<file path="src/rtl/j1_timer_pkg.sv">
// Shared register map, CTRL field layout and prescaler helper for the j1 timer bank.
// Imported by the channel and the bank top.
package j1_timer_pkg;

   typedef enum logic [1:0] {
      REG_COUNT  = 2'd0,
      REG_RELOAD = 2'd1,
      REG_CTRL   = 2'd2,
      REG_STATUS = 2'd3
   } reg_e;

   localparam int CTRL_EN     = 0;
   localparam int CTRL_AUTO   = 1;
   localparam int CTRL_IE     = 2;
   localparam int CTRL_PS_LSB = 4;
   localparam int CTRL_PS_W   = 4;
   localparam int CTRL_W      = 8;

   // Bit 3 is unimplemented and always reads 0.
   localparam logic [CTRL_W-1:0] CTRL_MASK = 8'hF7;

   localparam int PRE_W = 15;

   // True when the low ps bits of the shared prescaler are all ones (always true for ps=0).
   function automatic logic ps_match(input logic [PRE_W-1:0] pre,
                                     input logic [CTRL_PS_W-1:0] ps);
      logic [PRE_W-1:0] mask;
      for (int b = 0; b < PRE_W; b++) begin
         mask[b] = (b < int'(ps));
      end
      return (pre & mask) == mask;
   endfunction

endpackage

</file>
<file path="src/rtl/j1_timer_channel.sv">
// One timer channel: COUNT, RELOAD, CTRL and the sticky pending flag.
// The tick input already includes EN and the prescaler match.
module j1_timer_channel
   import j1_timer_pkg::*;
#(
   parameter int WIDTH = 16
) (
   input  logic              clk,
   input  logic              resetq,
   input  logic              tick,
   input  logic              wr_count,
   input  logic              wr_reload,
   input  logic              wr_ctrl,
   input  logic              wr_status,
   input  logic [WIDTH-1:0]  wdata,
   output logic [WIDTH-1:0]  count,
   output logic [WIDTH-1:0]  reload,
   output logic [CTRL_W-1:0] ctrl,
   output logic              pending
);

   logic [WIDTH-1:0]  count_q, count_d;
   logic [WIDTH-1:0]  reload_q, reload_d;
   logic [CTRL_W-1:0] ctrl_q, ctrl_d;
   logic              pending_q, pending_d;
   logic              overflow;

   always_comb begin
      // NOTE: every output of this block gets a default first, so no path can infer a latch.
      count_d   = count_q;
      reload_d  = reload_q;
      ctrl_d    = ctrl_q;
      overflow  = 1'b0;

      // A CPU write to COUNT beats a coincident tick; RELOAD is read before any same-cycle write lands.
      if (wr_count) begin
         count_d = wdata;
      end else if (tick) begin
         if (count_q != '1) begin
            count_d = count_q + WIDTH'(1);
         end else begin
            overflow = 1'b1;
            count_d  = ctrl_q[CTRL_AUTO] ? reload_q : '0;
         end
      end

      if (wr_reload) reload_d = wdata;
      if (wr_ctrl)   ctrl_d   = wdata[CTRL_W-1:0] & CTRL_MASK;

      // Set dominates a simultaneous write-1-to-clear.
      pending_d = overflow | (pending_q & ~(wr_status & wdata[0]));
   end

   always_ff @(posedge clk or negedge resetq) begin
      if (!resetq) begin
         count_q   <= '0;
         reload_q  <= '0;
         ctrl_q    <= '0;
         pending_q <= 1'b0;
      end else begin
         // NOTE: state flops use non-blocking assignment so every flop samples pre-edge values.
         count_q   <= count_d;
         reload_q  <= reload_d;
         ctrl_q    <= ctrl_d;
         pending_q <= pending_d;
      end
   end

   assign count   = count_q;
   assign reload  = reload_q;
   assign ctrl    = ctrl_q;
   assign pending = pending_q;

endmodule

</file>
<file path="src/rtl/j1_timer_bank.sv">
// Multi-channel timer peripheral on the j1 IO bus: shared prescaler, address decode,
// combinational read mux and registered interrupt outputs.
module j1_timer_bank
   import j1_timer_pkg::*;
#(
   parameter int WIDTH   = 16,
   parameter int NCH     = 4,
   parameter int SEL_BIT = 14,
   parameter int CH_LSB  = 2
) (
   input  logic             clk,
   input  logic             resetq,
   input  logic             io_rd,
   input  logic             io_wr,
   input  logic [15:0]      io_addr,
   input  logic [WIDTH-1:0] io_dout,
   output logic [WIDTH-1:0] io_din,
   output logic             irq,
   output logic [NCH-1:0]   irq_vec
);

   logic             sel;
   logic [3:0]       ch;
   reg_e             reg_sel;
   logic [PRE_W-1:0] pre_q, pre_d;

   logic [WIDTH-1:0]  count_a  [NCH];
   logic [WIDTH-1:0]  reload_a [NCH];
   logic [CTRL_W-1:0] ctrl_a   [NCH];
   logic [NCH-1:0]    pending;
   logic [NCH-1:0]    tick;
   logic [NCH-1:0]    ie;

   logic [NCH-1:0] irq_vec_q, irq_vec_d;
   logic           irq_q, irq_d;

   // Reads have no side effects, so the read strobe and unused address bits are not needed.
   logic unused_bus;
   assign unused_bus = ^{io_rd, io_addr};

   assign sel     = io_addr[SEL_BIT];
   assign ch      = io_addr[CH_LSB+3:CH_LSB];
   assign reg_sel = reg_e'(io_addr[1:0]);

   assign pre_d = pre_q + PRE_W'(1);

   for (genvar i = 0; i < NCH; i++) begin : g_ch
      logic hit;
      // Channel indices at or above NCH match no instance, so those writes fall away.
      assign hit     = io_wr & sel & (ch == 4'(i));
      assign tick[i] = ctrl_a[i][CTRL_EN] & ps_match(pre_q, ctrl_a[i][CTRL_PS_LSB +: CTRL_PS_W]);
      assign ie[i]   = ctrl_a[i][CTRL_IE];

      j1_timer_channel #(
         .WIDTH(WIDTH)
      ) u_ch (
         .clk       (clk),
         .resetq    (resetq),
         .tick      (tick[i]),
         .wr_count  (hit & (reg_sel == REG_COUNT)),
         .wr_reload (hit & (reg_sel == REG_RELOAD)),
         .wr_ctrl   (hit & (reg_sel == REG_CTRL)),
         .wr_status (hit & (reg_sel == REG_STATUS)),
         .wdata     (io_dout),
         .count     (count_a[i]),
         .reload    (reload_a[i]),
         .ctrl      (ctrl_a[i]),
         .pending   (pending[i])
      );
   end

   always_comb begin
      io_din = '0;
      for (int i = 0; i < NCH; i++) begin
         if (sel && ch == 4'(i)) begin
            case (reg_sel)
               REG_COUNT:  io_din = count_a[i];
               REG_RELOAD: io_din = reload_a[i];
               REG_CTRL:   io_din = WIDTH'(ctrl_a[i]);
               REG_STATUS: io_din = WIDTH'(pending[i]);
            endcase
         end
      end
   end

   always_comb begin
      irq_vec_d = pending & ie;
      irq_d     = |irq_vec_d;
   end

   always_ff @(posedge clk or negedge resetq) begin
      if (!resetq) begin
         pre_q     <= '0;
         irq_vec_q <= '0;
         irq_q     <= 1'b0;
      end else begin
         pre_q     <= pre_d;
         irq_vec_q <= irq_vec_d;
         irq_q     <= irq_d;
      end
   end

   assign irq     = irq_q;
   assign irq_vec = irq_vec_q;

endmodule

</file>
<file path="config.mk">
export PLATFORM = sky130hd
export DESIGN_NAME = j1_timer_bank
export DESIGN_NICKNAME = d
export VERILOG_FILES = /design/src/rtl/j1_timer_pkg.sv /design/src/rtl/j1_timer_channel.sv /design/src/rtl/j1_timer_bank.sv
export SDC_FILE = /design/constraint.sdc
export NUM_CORES = 1
export LEC_CHECK = 0
export ABC_AREA = 1
export BUFFER_PORTS_ARGS = -buffer_cell sky130_fd_sc_hd__buf_2
export CAP_MARGIN = 20
export CORE_MARGIN = 4
export CORE_UTILIZATION = 45
export CTS_BUF_LIST = sky130_fd_sc_hd__clkbuf_16
export CTS_CLUSTER_DIAMETER = 100
export DETAILED_ROUTE_END_ITERATION = 8
export GPL_ROUTABILITY_DRIVEN = 0
export PLACE_DENSITY = 0.7
export RECOVER_POWER = 100
export SLEW_MARGIN = 20
export SYNTH_ARGS = -nofsm -noshare
export SYNTH_HDL_FRONTEND = slang
export SYNTH_SLANG_ARGS = --single-unit
</file>
<file path="constraint.sdc">
create_clock -name clk -period 3 [get_ports clk]
set_input_delay 0.15 -clock clk [delete_from_list [all_inputs] [get_ports clk]]
set_output_delay 0.15 -clock clk [all_outputs]
set_load 0.1 [all_outputs]
</file>
# Word level (Yosys, flattened, before mapping)
# Index checks and enable logic that the tools add are counted.
dict set report totals {
  ff_bits 180
  latch_bits 0
  mem_bits_rw 0
  romBits 0
  in_bits 36
  elab_cells 191
  memories 0
}
dict set report classes {
  n_addsub 5
  n_mul 0
  div 0
  order_cmp 60
  n_eq_ne 14
  shift 0
  mux 36
  n_bitwise 46
  n_reduce_logical 11
}
# operator count
set op_table {}
lappend op_table {{16-bit 2-to-1 mux} 20}
lappend op_table {{16-bit case mux with 4 select lines} 4}
lappend op_table {{4-bit < comparator (first input constant)} 28}
lappend op_table {{16-bit by 1-bit adder with 16-bit output (second input constant)} 4}
lappend op_table {{3-bit by 4-bit < comparator with 1-bit output (first input constant)} 16}
lappend op_table {{16-bit inequality test (second input constant)} 4}
lappend op_table {{15-bit AND} 4}
lappend op_table {{15-bit equality test} 4}
lappend op_table {{1-bit AND} 33}
lappend op_table {{1-bit by 4-bit < comparator with 1-bit output (first input constant)} 8}
lappend op_table {{2-bit by 4-bit < comparator with 1-bit output (first input constant)} 8}
lappend op_table {{15-bit by 1-bit adder with 15-bit output (second input constant)} 1}
lappend op_table {{1-bit 2-to-1 mux} 12}
lappend op_table {{4-bit by 2-bit equality test with 1-bit output (second input constant)} 2}
lappend op_table {{2-bit nonzero test} 4}
lappend op_table {{4-bit AND} 1}
lappend op_table {{2-bit equality test (second input constant)} 2}
lappend op_table {{4-bit by 1-bit equality test with 1-bit output (second input constant)} 1}
lappend op_table {{1-bit logical AND} 4}
lappend op_table {{4-bit logical NOT} 1}
lappend op_table {{1-bit NOT} 4}
lappend op_table {{1-bit bitwise OR} 4}
lappend op_table {{4-bit OR reduction} 1}
lappend op_table {{2-bit by 1-bit equality test with 1-bit output (second input constant)} 1}
lappend op_table {{2-bit logical NOT} 1}

# Logic depth before layout (Yosys ltp)
dict set report depth {
  depth_word 7
  ltp_mapped 14
  ltp_nobuf 13
}

# Hierarchy
# From an unflattened synthesis, not the netlist that was laid out.
dict set report unflattened {
  cells_unflattened 1617
  area_unflattened_um2 11868.9
}
# mod instances cells_per_inst area_per_inst_um2
set modules_own_cells {}
lappend modules_own_cells {j1_timer_channel 4 259 2225.9}
lappend modules_own_cells {j1_timer_bank 1 581 2965.3}

# Worst setup path before layout
# Ideal clock, no wire load.
dict set report synth_timing {
  path_kind {in2out}
  startpoint {in io_addr[0]}
  endpoint {out io_din[0]}
  t_arrival_ns 2.499
  required_time_ns 2.850
  slack_ns 0.351
  stages 8
  n_path_buf 1
  path_cell_list {inv_1 -> nand2_1 -> inv_1 -> clkbuf_1 -> nand2_1 -> nand3_1 -> a21oi_1 -> o2111ai_1}
}
dict set report synth_via {
  elab_chain_cells 6
  elab_cells_between_ends 12
  cone_classes {3 x eq/ne; 8 x mux; 1 x reduce/logical}
}
# item line_no
set synth_rtl {}
lappend synth_rtl {{from (decl)} j1_timer_bank.sv:15} ;# input logic [15:0] io_addr,
lappend synth_rtl {{2-bit equality test, or another cell as far along} j1_timer_bank.sv:76} ;# case (reg_sel)
lappend synth_rtl {{16-bit case mux with 4 select lines} j1_timer_bank.sv:76}
lappend synth_rtl {{16-bit 2-to-1 mux (3 in series)} j1_timer_bank.sv:75} ;# if (sel && ch == 4'(i)) begin
lappend synth_rtl {{16-bit 2-to-1 mux (*)} j1_timer_bank.sv:75}
lappend synth_rtl {{to (decl)} j1_timer_bank.sv:17} ;# output logic [WIDTH-1:0] io_din,
# Mark *: on every way between the ends. The rest lies on a longest branch, timed or not.

# Final worst setup path
dict set report layout_timing {
  startpoint {reg g_ch[2].u_ch.ctrl_q[5]}
  endpoint {reg g_ch[2].u_ch.count_q[8]}
}
dict set report layout_via {
  elab_chain_cells 5
  elab_cells_between_ends 19
  cone_classes {15 x order compare; 1 x eq/ne; 2 x bitwise; 1 x reduce/logical}
}
# item line_no
set layout_rtl {}
lappend layout_rtl {{from (decl)} j1_timer_channel.sv:24} ;# logic [CTRL_W-1:0] ctrl_q, ctrl_d;
lappend layout_rtl {{from (signal assigned)} j1_timer_channel.sv:64} ;# ctrl_q <= ctrl_d;
lappend layout_rtl {{1-bit by 4-bit < comparator with 1-bit output, or another cell as far along} j1_timer_pkg.sv:29} ;# mask[b] = (b < int'(ps));
lappend layout_rtl {{15-bit AND} j1_timer_pkg.sv:31} ;# return (pre & mask) == mask;
lappend layout_rtl {{15-bit equality test (*)} j1_timer_pkg.sv:31}
lappend layout_rtl {{1-bit AND (*)} j1_timer_bank.sv:51} ;# assign tick[i] = ctrl_a[i][CTRL_EN] & ps_match(pre_q, ctrl_a[i][CTRL_PS_LSB +: CTRL_PS_W]);
lappend layout_rtl {{2-bit nonzero test (no source line) (*)} --}
lappend layout_rtl {{to (signal assigned)} j1_timer_channel.sv:62} ;# count_q <= count_d;
lappend layout_rtl {{to (decl)} j1_timer_channel.sv:22} ;# logic [WIDTH-1:0] count_q, count_d;
# Marked as above.
# A chain may end at the register's enable or synchronous reset.

==> results.md <==
* Startpoint types: register
* Final Hold Fails at 0
* Leakage power at 0.00598 uW
* Register bit total from synthesis at 180
* Worst IR Drop VDD at 0.000390 V
* Number of port buffers at 46
* Period Utilization, post-route at 0.847
* CTS tree: built
* Mean routed wirelength per cell at 18.1 um
* Layout cells sized above 1 at 0.0646
* Dominant cell type by area after synthesis: dfrtp_1
* Starting Density at 0.459
* FMAX at 394 MHz
* Via count at 12.0k
* CP cell instances: inv_1 > o21ai_0 > nand2_1 > nand2_1 > nand2_1 > nand2_1 > nand2_1 > nand2_1 > nand2_1 > nand3_1 > nand2_1
* Vias in the first global route at 11.1k
* H-tree Lvls at 4
* Async set-reset flop share out of synthesis at 1.00
* Critical setup path kind: reg -> reg
* P&R area growth vs syn at 8.97%
* Initial antenna violation count at 1
* Worst reg2reg path startpoint: g_ch[2].u_ch.ctrl[5]$_DFFE_PN0P_
* Synthesized cell area at 11,600 um2
* Reg clk slew, reported paths at 0.07 ns
* Flop pwr share at 0.475
* Die Wd at 169 um
* Reg-to-Reg End: g_ch[2].u_ch.count[8]$_DFFE_PN0P_
* RSZ-0062 raised after global routing: no
* Worst reg-to-reg setup slack at 0.46 ns
* Slowest stage delay, CP at 0.55 ns
* WP data required at 3.32 ns
* Skew final at 0.0107 ns
* CP max stage cell: nand2_1
* Failing checks: max-capacitance violations, max-slew violations
* Hold-critical path endpoint: g_ch[1].u_ch.count[3]$_DFFE_PN0P_
* Sequential Area at 4500 um2
* N_diodes at 0
* Worst skew pair latency at 0.44 ns
* Antenna Violating Nets Remaining at 0
* Setup Fix Bufs, Post-CTS at 0
* Total Wirelength at 37.8 mm
* I/O Pins at 57
* Rel. slew slack at -0.208
* Total power at 6710 uW
* Syn avg cell area at 6.67 um2
* Top_reg_cell synth: dfrtp_1
* Clock Sinks at 180
* Hold Crit Depth at 5
* Filler cells at 2,538
* Die Area at 28,500 um2
* DR pass1 iterations at 7
* Root Driver: clkbuf_16
* Clk buf depth at 2
* Worst Reg-to-Reg Cells at 11
* Final HPWL DP at 27.4 mm
* Multi-input logic area at 6240 um2
* Gr ovfl total at 0
* Slew Viols, Final at 68
* Pin count of the biggest net entering global routing at 69
* Sequential element share of the synthesized area at 0.387
* Min-delay worst type: in -> reg
* GRT Resource Usage Total at 0.269
* Min-delay src: io_dout[3]
* Clock Power Share at 0.320
* Setup TNS at 0 ns
* Most common cell in the netlist: nand2_1
* Most frequent cells after synthesis: nand2_1, o21ai_0, nand3_1
* First-pass GRT wire length at 61.2 mm
* Crit path top cell by count: nand2_1
* Num CTS Buffers at 17
* Top post-synthesis cells by area: dfrtp_1, nand2_1, o21ai_0
* Synthesis warning total at 0
* Number of remaining DRC errors at 0
* Syn nets at 1,785
* Synth cell types at 40
* Core Rows at 58
* Core ar. at 25,300 um2
* Post-Syn Instances at 1,744
* Slew of the pin with the lowest slew margin at 1.81 ns
* Gate power share at 0.205
* Initial DRC count at 1,650
* Die H at 169 um
* Status: finished with violations
* Min Clock Period, post-route at 2.54 ns
* Vias per cell at 5.71
* Top-area cell type share of the netlist area at 0.387
* Power Dens Cells at 529 nW/um2
* Switching Fraction at 0.348
* Net Switching at 2340 uW
* Worst EP arrival at 2.86 ns
* Final setup violation count at 0
* Worst-path fanout max at 18
* CP Capture Type: register
* Post-synth EDFFs at 0
* Nets at 1,794
* Cell internal pwr at 4370 uW
* Max Cap Viol at 1
## sequential cells by signal, summed over array words and instances, names as in the netlist
| name | flops |
|---|---|
| g_ch.u_ch.count | 64 |
| g_ch.u_ch.reload | 64 |
| g_ch.u_ch.ctrl | 28 |
| pre_q | 15 |
| g_ch.u_ch.pending | 4 |
| irq_vec | 4 |
| irq | 1 |
## cell families (layout without fill, tap and decap cells)
group,after synthesis,count (layout),synth area share
buffers and inverters,206,227,0.0742
and+or+nand+nor,1061,1061,0.388
AOI/OAI and AO/OA,253,253,0.116
xor gates and xnor gates,39,39,0.0294
adders and majority gates,5,5,0.00538
DFF,180,180,0.387
## how the worst max path moves through the flow
stage                                                     to  slack (ns)                               from  cells past startpoint
after global routing       g_ch[2].u_ch.count[8]$_DFFE_PN0P_        0.26   g_ch[2].u_ch.ctrl[7]$_DFFE_PN0P_                      9
after global placement     g_ch[0].u_ch.count[8]$_DFFE_PN0P_        0.78                         io_addr[3]                     10
final                      g_ch[2].u_ch.count[8]$_DFFE_PN0P_        0.46   g_ch[2].u_ch.ctrl[5]$_DFFE_PN0P_                     11
after detailed placement   g_ch[0].u_ch.count[8]$_DFFE_PN0P_        0.75                         io_addr[3]                     10
after floorplan                                    io_din[0]        0.35                         io_addr[0]                      8
after CTS                 g_ch[3].u_ch.count[15]$_DFFE_PN0P_        0.75  g_ch[3].u_ch.count[0]$_DFFE_PN0P_                     11
## power groups by stage
stage                     combinational, uW  sequential (uW)  clock [uW]
final                                  1380             3190        2150
after global routing                   1580             3230        2260
after CTS                              1380             3170        2150
after detailed placement               1370             3220           0
after global placement                 1340             3200           0
after floorplan                        1040             3050           0
## cell type report
cell class,count,area share
Clock buffer,17,0.0335
Timing Repair Buffer,63,0.0379
Inverter,133,0.0396
Sequential cell,180,0.355
Tap cell,330,0.0326
Clock inverter,14,0.00918
Multi-Input combinational cell,1358,0.492
## worst max-delay path: cells and delay by family, from the launching register on
| family | cells | cell delay (ns) |
|---|---|---|
| flops | 1 | 0.47 |
| buf+inv | 1 | 0.13 |
| simple gates | 9 | 1.64 |
| compound gates | 1 | 0.18 |
## per-layer routing
metal,global-route usage,vias to the layer above,share of wire
met5,0,-,0.00034
met4,0.122,2,0.046
met3,0.0353,121,0.075
met2,0.409,594,0.45
met1,0.385,5562,0.43
li1,-,5674,-
## timing repair
item / 4_1_cts / 5_1_grt
hold buffers: 2 / 0
gates resized for setup: 0 / 0
hold endpoints to repair: 66 / 0
## placed cells by master, fill, tap and decap left out, drive strengths merged
cell          netlist  layout
nor2               94      94
nand4              38      38
and2                1       1
xor2               30      30
buf                31      42
a22o                3       3
o221ai              4       4
dlygate4sd3         0       2
o211ai              9       9
o21ai             201     201
clkinvlp            0       4
inv               132     137
nand3             184     184
a31oi               1       1
nand3b              3       3
o22ai               1       1
a31o                1       1
o2111ai             5       5
nor3               14      14
bufinv              0       1
clkbuf             42      35
dfrtp             180     180
o31ai               2       2
xnor2               9       9
clkinv              1       5
a21oi              26      26
ha                  5       5
nand2             727     727
dlymetal6s2s        0       1
## stage by stage
stage,hold WS (ns),instance area (um2),instances,setup slack [ns],util
4_1_cts,0.0241,12800,2095,0.754,0.504
5_1_grt,0.0596,12700,2095,0.262,0.501
6_report,0.0314,12700,2095,0.459,0.501
3_5_place_dp,0.203,12200,2062,0.752,0.482
3_3_place_gp,0.192,12200,2062,0.780,0.482
2_1_floorplan,-0.146,11600,1744,0.351,-
Power figures use the tool's default switching activity.
